`config.mk`:
```
export PLATFORM = sky130hd
export DESIGN_NAME = pic_inta_sequencer
export DESIGN_NICKNAME = d
export VERILOG_FILES = /design/src/rtl/pic_inta_sequencer.sv
export SDC_FILE = /design/constraint.sdc
export NUM_CORES = 1
export LEC_CHECK = 0
export CAP_MARGIN = 40
export CORE_UTILIZATION = 37
export DETAILED_ROUTE_END_ITERATION = 6
export PLACE_DENSITY = 0.65
export SYNTH_ARGS = -nofsm -noshare
export SYNTH_HDL_FRONTEND = slang
export SYNTH_SLANG_ARGS = --single-unit
```
`constraint.sdc`:
```
create_clock -name clk -period 2.25 [get_ports clk]
set_input_delay 0.45 -clock clk [delete_from_list [all_inputs] [get_ports clk]]
set_output_delay 0.45 -clock clk [all_outputs]
set_load 0.05 [all_outputs]
```
`src/rtl/pic_inta_sequencer.sv`:
```
// CPU-side 8259 interrupt-acknowledge initiator: two INTA pulses, vector capture on the
// second pulse, valid/ready handoff to the core, then a recovery window before re-arming.
module pic_inta_sequencer #(
    parameter int unsigned INTA_WIDTH   = 4,
    parameter int unsigned INTA_GAP     = 2,
    parameter int unsigned RECOVER      = 4,
    parameter logic [7:0]  SPURIOUS_VEC = 8'h0F
) (
    input  logic        clk,
    input  logic        reset,
    input  logic        intr_in,
    input  logic        if_enable,
    output logic        inta_n,
    input  logic [7:0]  pic_data,
    input  logic        pic_drive,
    output logic        vector_valid,
    output logic [7:0]  vector,
    input  logic        vector_ready,
    output logic        spurious,
    output logic        busy,
    output logic [15:0] ack_count,
    output logic [7:0]  spur_count
);

    localparam int unsigned MAXC0 = (INTA_WIDTH > INTA_GAP) ? INTA_WIDTH : INTA_GAP;
    localparam int unsigned MAXC  = (MAXC0 > RECOVER) ? MAXC0 : RECOVER;
    localparam int unsigned CW    = (MAXC > 1) ? $clog2(MAXC) : 1;

    localparam logic [CW-1:0] W_LOAD = CW'(INTA_WIDTH - 1);
    localparam logic [CW-1:0] G_LOAD = CW'(INTA_GAP - 1);
    localparam logic [CW-1:0] R_LOAD = CW'(RECOVER - 1);

    typedef enum logic [2:0] {
        S_IDLE,
        S_INTA1,
        S_GAP,
        S_INTA2,
        S_HOLD,
        S_RECOVER
    } state_t;

    state_t        r_state;
    logic [CW-1:0] r_cnt;
    logic          r_inta_n;
    logic          r_valid;
    logic [7:0]    r_vector;
    logic          r_spur;
    logic [15:0]   r_ack_cnt;
    logic [7:0]    r_spur_cnt;

    always_ff @(posedge clk) begin
        if (reset) begin
            r_state    <= S_IDLE;
            r_cnt      <= '0;
            r_inta_n   <= 1'b1;
            r_valid    <= 1'b0;
            r_vector   <= 8'h00;
            r_spur     <= 1'b0;
            r_ack_cnt  <= 16'h0000;
            r_spur_cnt <= 8'h00;
        end else begin
            case (r_state)
                // Level-sensitive entry; once started the sequence always runs to completion.
                S_IDLE: begin
                    if (intr_in && if_enable) begin
                        r_state  <= S_INTA1;
                        r_inta_n <= 1'b0;
                        r_cnt    <= W_LOAD;
                    end
                end
                S_INTA1: begin
                    if (r_cnt == '0) begin
                        r_state  <= S_GAP;
                        r_inta_n <= 1'b1;
                        r_cnt    <= G_LOAD;
                    end else begin
                        r_cnt <= r_cnt - 1'b1;
                    end
                end
                S_GAP: begin
                    if (r_cnt == '0) begin
                        r_state  <= S_INTA2;
                        r_inta_n <= 1'b0;
                        r_cnt    <= W_LOAD;
                    end else begin
                        r_cnt <= r_cnt - 1'b1;
                    end
                end
                S_INTA2: begin
                    if (r_cnt == '0) begin
                        r_state  <= S_HOLD;
                        r_inta_n <= 1'b1;
                        r_valid  <= 1'b1;
                        r_vector <= pic_drive ? pic_data : SPURIOUS_VEC;
                        r_spur   <= ~pic_drive;
                    end else begin
                        r_cnt <= r_cnt - 1'b1;
                    end
                end
                S_HOLD: begin
                    if (vector_ready) begin
                        r_state   <= S_RECOVER;
                        r_valid   <= 1'b0;
                        r_cnt     <= R_LOAD;
                        r_ack_cnt <= r_ack_cnt + 16'd1;
                        if (r_spur && (r_spur_cnt != 8'hFF))
                            r_spur_cnt <= r_spur_cnt + 8'd1;
                    end
                end
                S_RECOVER: begin
                    // Gives the PIC time to drop INT after setting ISR.
                    if (r_cnt == '0) r_state <= S_IDLE;
                    else             r_cnt   <= r_cnt - 1'b1;
                end
                default: r_state <= S_IDLE;
            endcase
        end
    end

    assign inta_n       = r_inta_n;
    assign vector_valid = r_valid;
    assign vector       = r_vector;
    assign spurious     = r_spur;
    assign busy         = (r_state != S_IDLE);
    assign ack_count    = r_ack_cnt;
    assign spur_count   = r_spur_cnt;

endmodule

```
==> impl_results.rst, run 1 <==
.. list-table::
   :header-rows: 1

   * - Metric
     - Value
   * - Area contributors post-synth
     - dfxtp_1 (43%), nor2_1 (5.0%), a21oi_1 (4.5%)
   * - Area occupied by multi-input gates
     - 995 um^2
   * - Remaining antenna violation count
     - 0
   * - Static power due to leakage
     - 0.909 nW
   * - End-of-flow core utilization
     - 53.7%
   * - Outcome
     - finished clean
   * - Final HPWL DP
     - 2920 um
   * - Dominant combinational cell family by area after synthesis
     - simple AND/OR/NAND/NOR gates
   * - Sequential fraction of the synthesis area
     - 42.6%
   * - Layout cell share with drive strength beyond 1
     - 8.66%
   * - Clock insertion delay at the later pin of the skew report
     - 0.28 ns
   * - Initial Utilization
     - 39.1%
   * - Placeable core area
     - 4820 um^2
   * - Vias in the first global route
     - 1488
   * - Cell chosen for the clock root
     - clkbuf_8
   * - Crit. path cell count
     - 1
   * - Adder-Cell Fraction of Synth Area
     - 2.66%
   * - Clock tree from TritonCTS
     - yes
   * - Yosys Warn Count
     - 0
   * - Cts bufs inserted
     - 5
   * - Share of cell area taken by muxes after synthesis
     - 3.46%
   * - Number of violations of the max-capacitance limit
     - 0
   * - Total setup buffers inserted after CTS
     - 0
   * - WL met3
     - 137 um
   * - Max Freq
     - 495 MHz
   * - Number of resized instances in the post-cts repair step
     - 0
   * - Number of standard cells after synthesis
     - 223
   * - Drt first-iter violations
     - 93
   * - CP endpoint
     - ack_count[3]
   * - WP data required
     - 1.80 ns
   * - # hold bufs at CTS
     - 0
   * - Antenna violations before repair
     - 0
   * - Met1 layer wirelength in the final routing
     - 1990 um
   * - Sequential cell area
     - 801 um^2
   * - Fin Clk Skew
     - 0.00464 ns
   * - Gate power share
     - 20.7%
   * - Global-route wire length before repair
     - 6660 um
   * - Detailed Route WL
     - 4010 um
   * - Number of nets at the end of the flow
     - 294
   * - Top-Level Pins
     - 50
   * - EDFF count, synth
     - 0
   * - Worst Hold Class
     - register to register
   * - All-layer global routing usage
     - 16.0%
   * - Launch point of the worst reg-to-reg path
     - spur_count[0]
   * - Final weighted congestion in routability-driven placement
     - 0.773
   * - Register share of total power
     - 45.6%
   * - Worst Reg2Reg Path Length in Cells
     - 6
   * - Buf/Inv on CP
     - 1
   * - Register bit count reported by yosys
     - 40
   * - Number of clock sinks
     - 40
   * - Final count of negative-setup-slack endpoints
     - 0
   * - Switching fraction of total power
     - 27.9%
   * - GRT overflow
     - 0
   * - 1st-pass router iterations
     - 4
   * - Gate family responsible for the most delay along the worst path
     - buffers and inverters
   * - Switching component of the power
     - 0.473 mW
   * - Overall Power
     - 1.70 mW
   * - Post-synthesis average cell area
     - 8.44 um^2
   * - WL per Instance
     - 11.7 um
   * - Worst slew pin tran
     - 0.760 ns
   * - Row count
     - 25
   * - Deepest level of the CTS H-tree
     - 2
   * - Highest cell delay on the worst timing path
     - 0.84 ns
   * - Start point of the critical path
     - ack_count[3]
   * - RSZ-0062 raised after global routing
     - no
   * - Clock Path Buffers
     - 2
   * - Post-synthesis to final-layout area growth
     - 37.6%
   * - Number of inserted filler cells in the final layout
     - 487
   * - Clk slew on worst S/H paths
     - 0.08 ns
   * - Kind of start point of the critical path
     - register
   * - Clock network power share
     - 33.6%
   * - Max-slew violations
     - 0
   * - Basic-gate share of the synthesized area counting and, or, nand and nor cells
     - 27.9%
   * - Synthesized Nets
     - 241
   * - Detail-routed via count per cell
     - 4.96
   * - Relative max-transition margin
     - 48.6%
   * - Library cell occupying the most area in the post-synthesis netlist
     - dfxtp_1
   * - Share of synthesized registers carrying an async set or reset
     - 0%
   * - DIE AREA
     - 5380 um^2
   * - X dimension of the die
     - 73.3 um
   * - Total number of vias
     - 1705
   * - Final total negative setup slack
     - 0 ns
   * - Internal power contribution
     - 1.22 mW
   * - Minimum setup slack among reg-to-reg paths
     - 0.29 ns
   * - Time the final worst path needs with I/O delays and setup
     - 2.02 ns
   * - Number of port buffers
     - 49
   * - Crit Reg-Reg Endpoint
     - spur_count[1]
   * - Ant. Diodes
     - 0
   * - Uppermost signal routing layer after detailed routing
     - met4
   * - Number of distinct library cell variants in the gate-level netlist after synthesis
     - 40
   * - Kind of end point of the critical path
     - output port
   * - Area of the mapped netlist
     - 1880 um^2
   * - Hold Violations, Final
     - 0
   * - Cell breakdown of the critical path
     - clkdlybuf4s50_1
   * - Height of the chip
     - 73.3 um
   * - Slowest stage cell on the critical path
     - clkdlybuf4s50_1
   * - Final routed DRC violation total
     - 0
   * - Type of the setup path with the least slack
     - register to output port
   * - Area share of the largest cell type after synthesis
     - 42.6%
   * - Xor/xnor cell area share of the yosys netlist
     - 5.12%
   * - Met2 wire len
     - 1850 um
   * - Endpoint arrival time on the critical path
     - 1.57 ns
   * - Critical path fanouts, max
     - 7
   * - Period utilization
     - 89.8%
   * - Top flip-flop cell by instance count after synthesis
     - dfxtp_1
   * - Post-synthesis compound-gate area fraction
     - 13.7%
   * - Power per cell area
     - 656 nW/um^2
   * - IR drop worst, VDD
     - 0.382 mV
   * - Largest net degree at the start of global routing
     - 23
[cells in the final DEF (no fill, tap or decap), drive strengths merged, types with 3 or more instances in the layout]
master,count
clkdlybuf4s50,48
dfxtp,40
nor2,25
a21oi,17
nand2,16
nand3,15
buf,10
inv,9
o21ai,8
nor2b,7
or3,6
xor2,6
clkbuf,6
xnor2,5
nand4,5
nand2b,4
a311oi,4
mux2,4
ha,4
a31oi,3
o21a,3
and3,3
nor3,3
nor4,3
and2,3
[power by group through the flow]
| stage | sequential [mW] | combinational (mW) | clock, mW |
|---|---|---|---|
| detailed placement | 0.790 | 0.354 | 0 |
| CTS | 0.773 | 0.355 | 0.585 |
| floorplan | 0.815 | 0.226 | 0 |
| global route | 0.782 | 0.389 | 0.621 |
| finish | 0.774 | 0.352 | 0.571 |
| global placement | 0.790 | 0.353 | 0 |
[kinds of logic after synthesis]
logic type,after synthesis
multiplexers,6
buffers and inverters,21
flip-flops,40
AO/OA/AOI/OAI,42
XOR/XNOR,11
adder cells (fa/ha/maj),4
AND/OR/NAND/NOR,99
[tightest hold or removal path, cell delays in order (launching register included)]
cell and delay, ns:
dfxtp_1 0.31, nand2_1 0.05, a21oi_1 0.05
[flip-flops by register name, summed over array words and instances (netlist names)]
register	flops
ack_count	16
spur_count	8
vector	8
r_state	3
r_cnt	2
inta_n	1
spurious	1
vector_valid	1
[layer usage]
layer | GRT usage [%] | vias up
met2 | 25.3 | 30
li1 | - | 892
met1 | 22.0 | 778
met4 | 4.49 | 0
met5 | 0 | -
met3 | 3.70 | 5
[layout make-up]
class	instances	share of cell area, %
well taps	67	3.24
clock inverters	2	1.35
flip-flops and latches	40	30.9
repair buffers	58	21.9
multi-input cells	162	38.4
inverters	9	1.30
clock buffers	6	2.80
[cell usage after synthesis (2+ instances only)]
master and instances:
nor3b_1 2, mux2i_1 2, a311oi_1 4, nor4_1 2, nor2b_1 7, o21a_1 3
a21oi_1 17, o21ai_0 8, nand3_1 15, dfxtp_1 40, nand2_1 16, and3_1 3
nand4_1 5, mux2_2 4, clkbuf_1 8, a31oi_1 3, or3_1 6, nor2_1 25
or4_1 2, nand2b_1 4, a211oi_1 2, ha_1 4, inv_1 9, xnor2_1 5
nor3_1 3, o31ai_1 2, and2_1 2, buf_2 3, xor2_1 6
[how the worst min path moves through the flow]
stage	from	end	depth (start not counted)
floorplan	r_cnt[1]	r_cnt[1]	2
global placement	vector[7]	vector[7]	2
detailed placement	vector[7]	vector[7]	2
CTS	vector[7]	vector[7]	2
global route	vector[5]	vector[5]	2
finish	vector[7]	vector[7]	2
[through the flow]
step	instances	worst slack, ns	hold WS, ns	cell area (um^2)
5_1_grt	344	0.0850	0.482	2590
3_5_place_dp	336	0.0100	0.444	2480
3_3_place_gp	336	0.0671	0.440	2480
6_report	344	0.230	0.451	2590
4_1_cts	344	0.221	0.455	2590
2_1_floorplan	223	0.327	0.466	1880
Power figures use the tool's default switching activity.
==> run 2, diff against run 1 <==
--- a/config.mk
+++ b/config.mk
@@ -7,8 +7,10 @@
 export LEC_CHECK = 0
 export CAP_MARGIN = 40
 export CORE_UTILIZATION = 37
+export CTS_CLUSTER_SIZE = 20
 export DETAILED_ROUTE_END_ITERATION = 6
 export PLACE_DENSITY = 0.65
+export SKIP_LAST_GASP = 1
 export SYNTH_ARGS = -nofsm -noshare
 export SYNTH_HDL_FRONTEND = slang
 export SYNTH_SLANG_ARGS = --single-unit
==> results of run 2 <==
No change in the layout: final DEF, timing and power equal those of run 1.
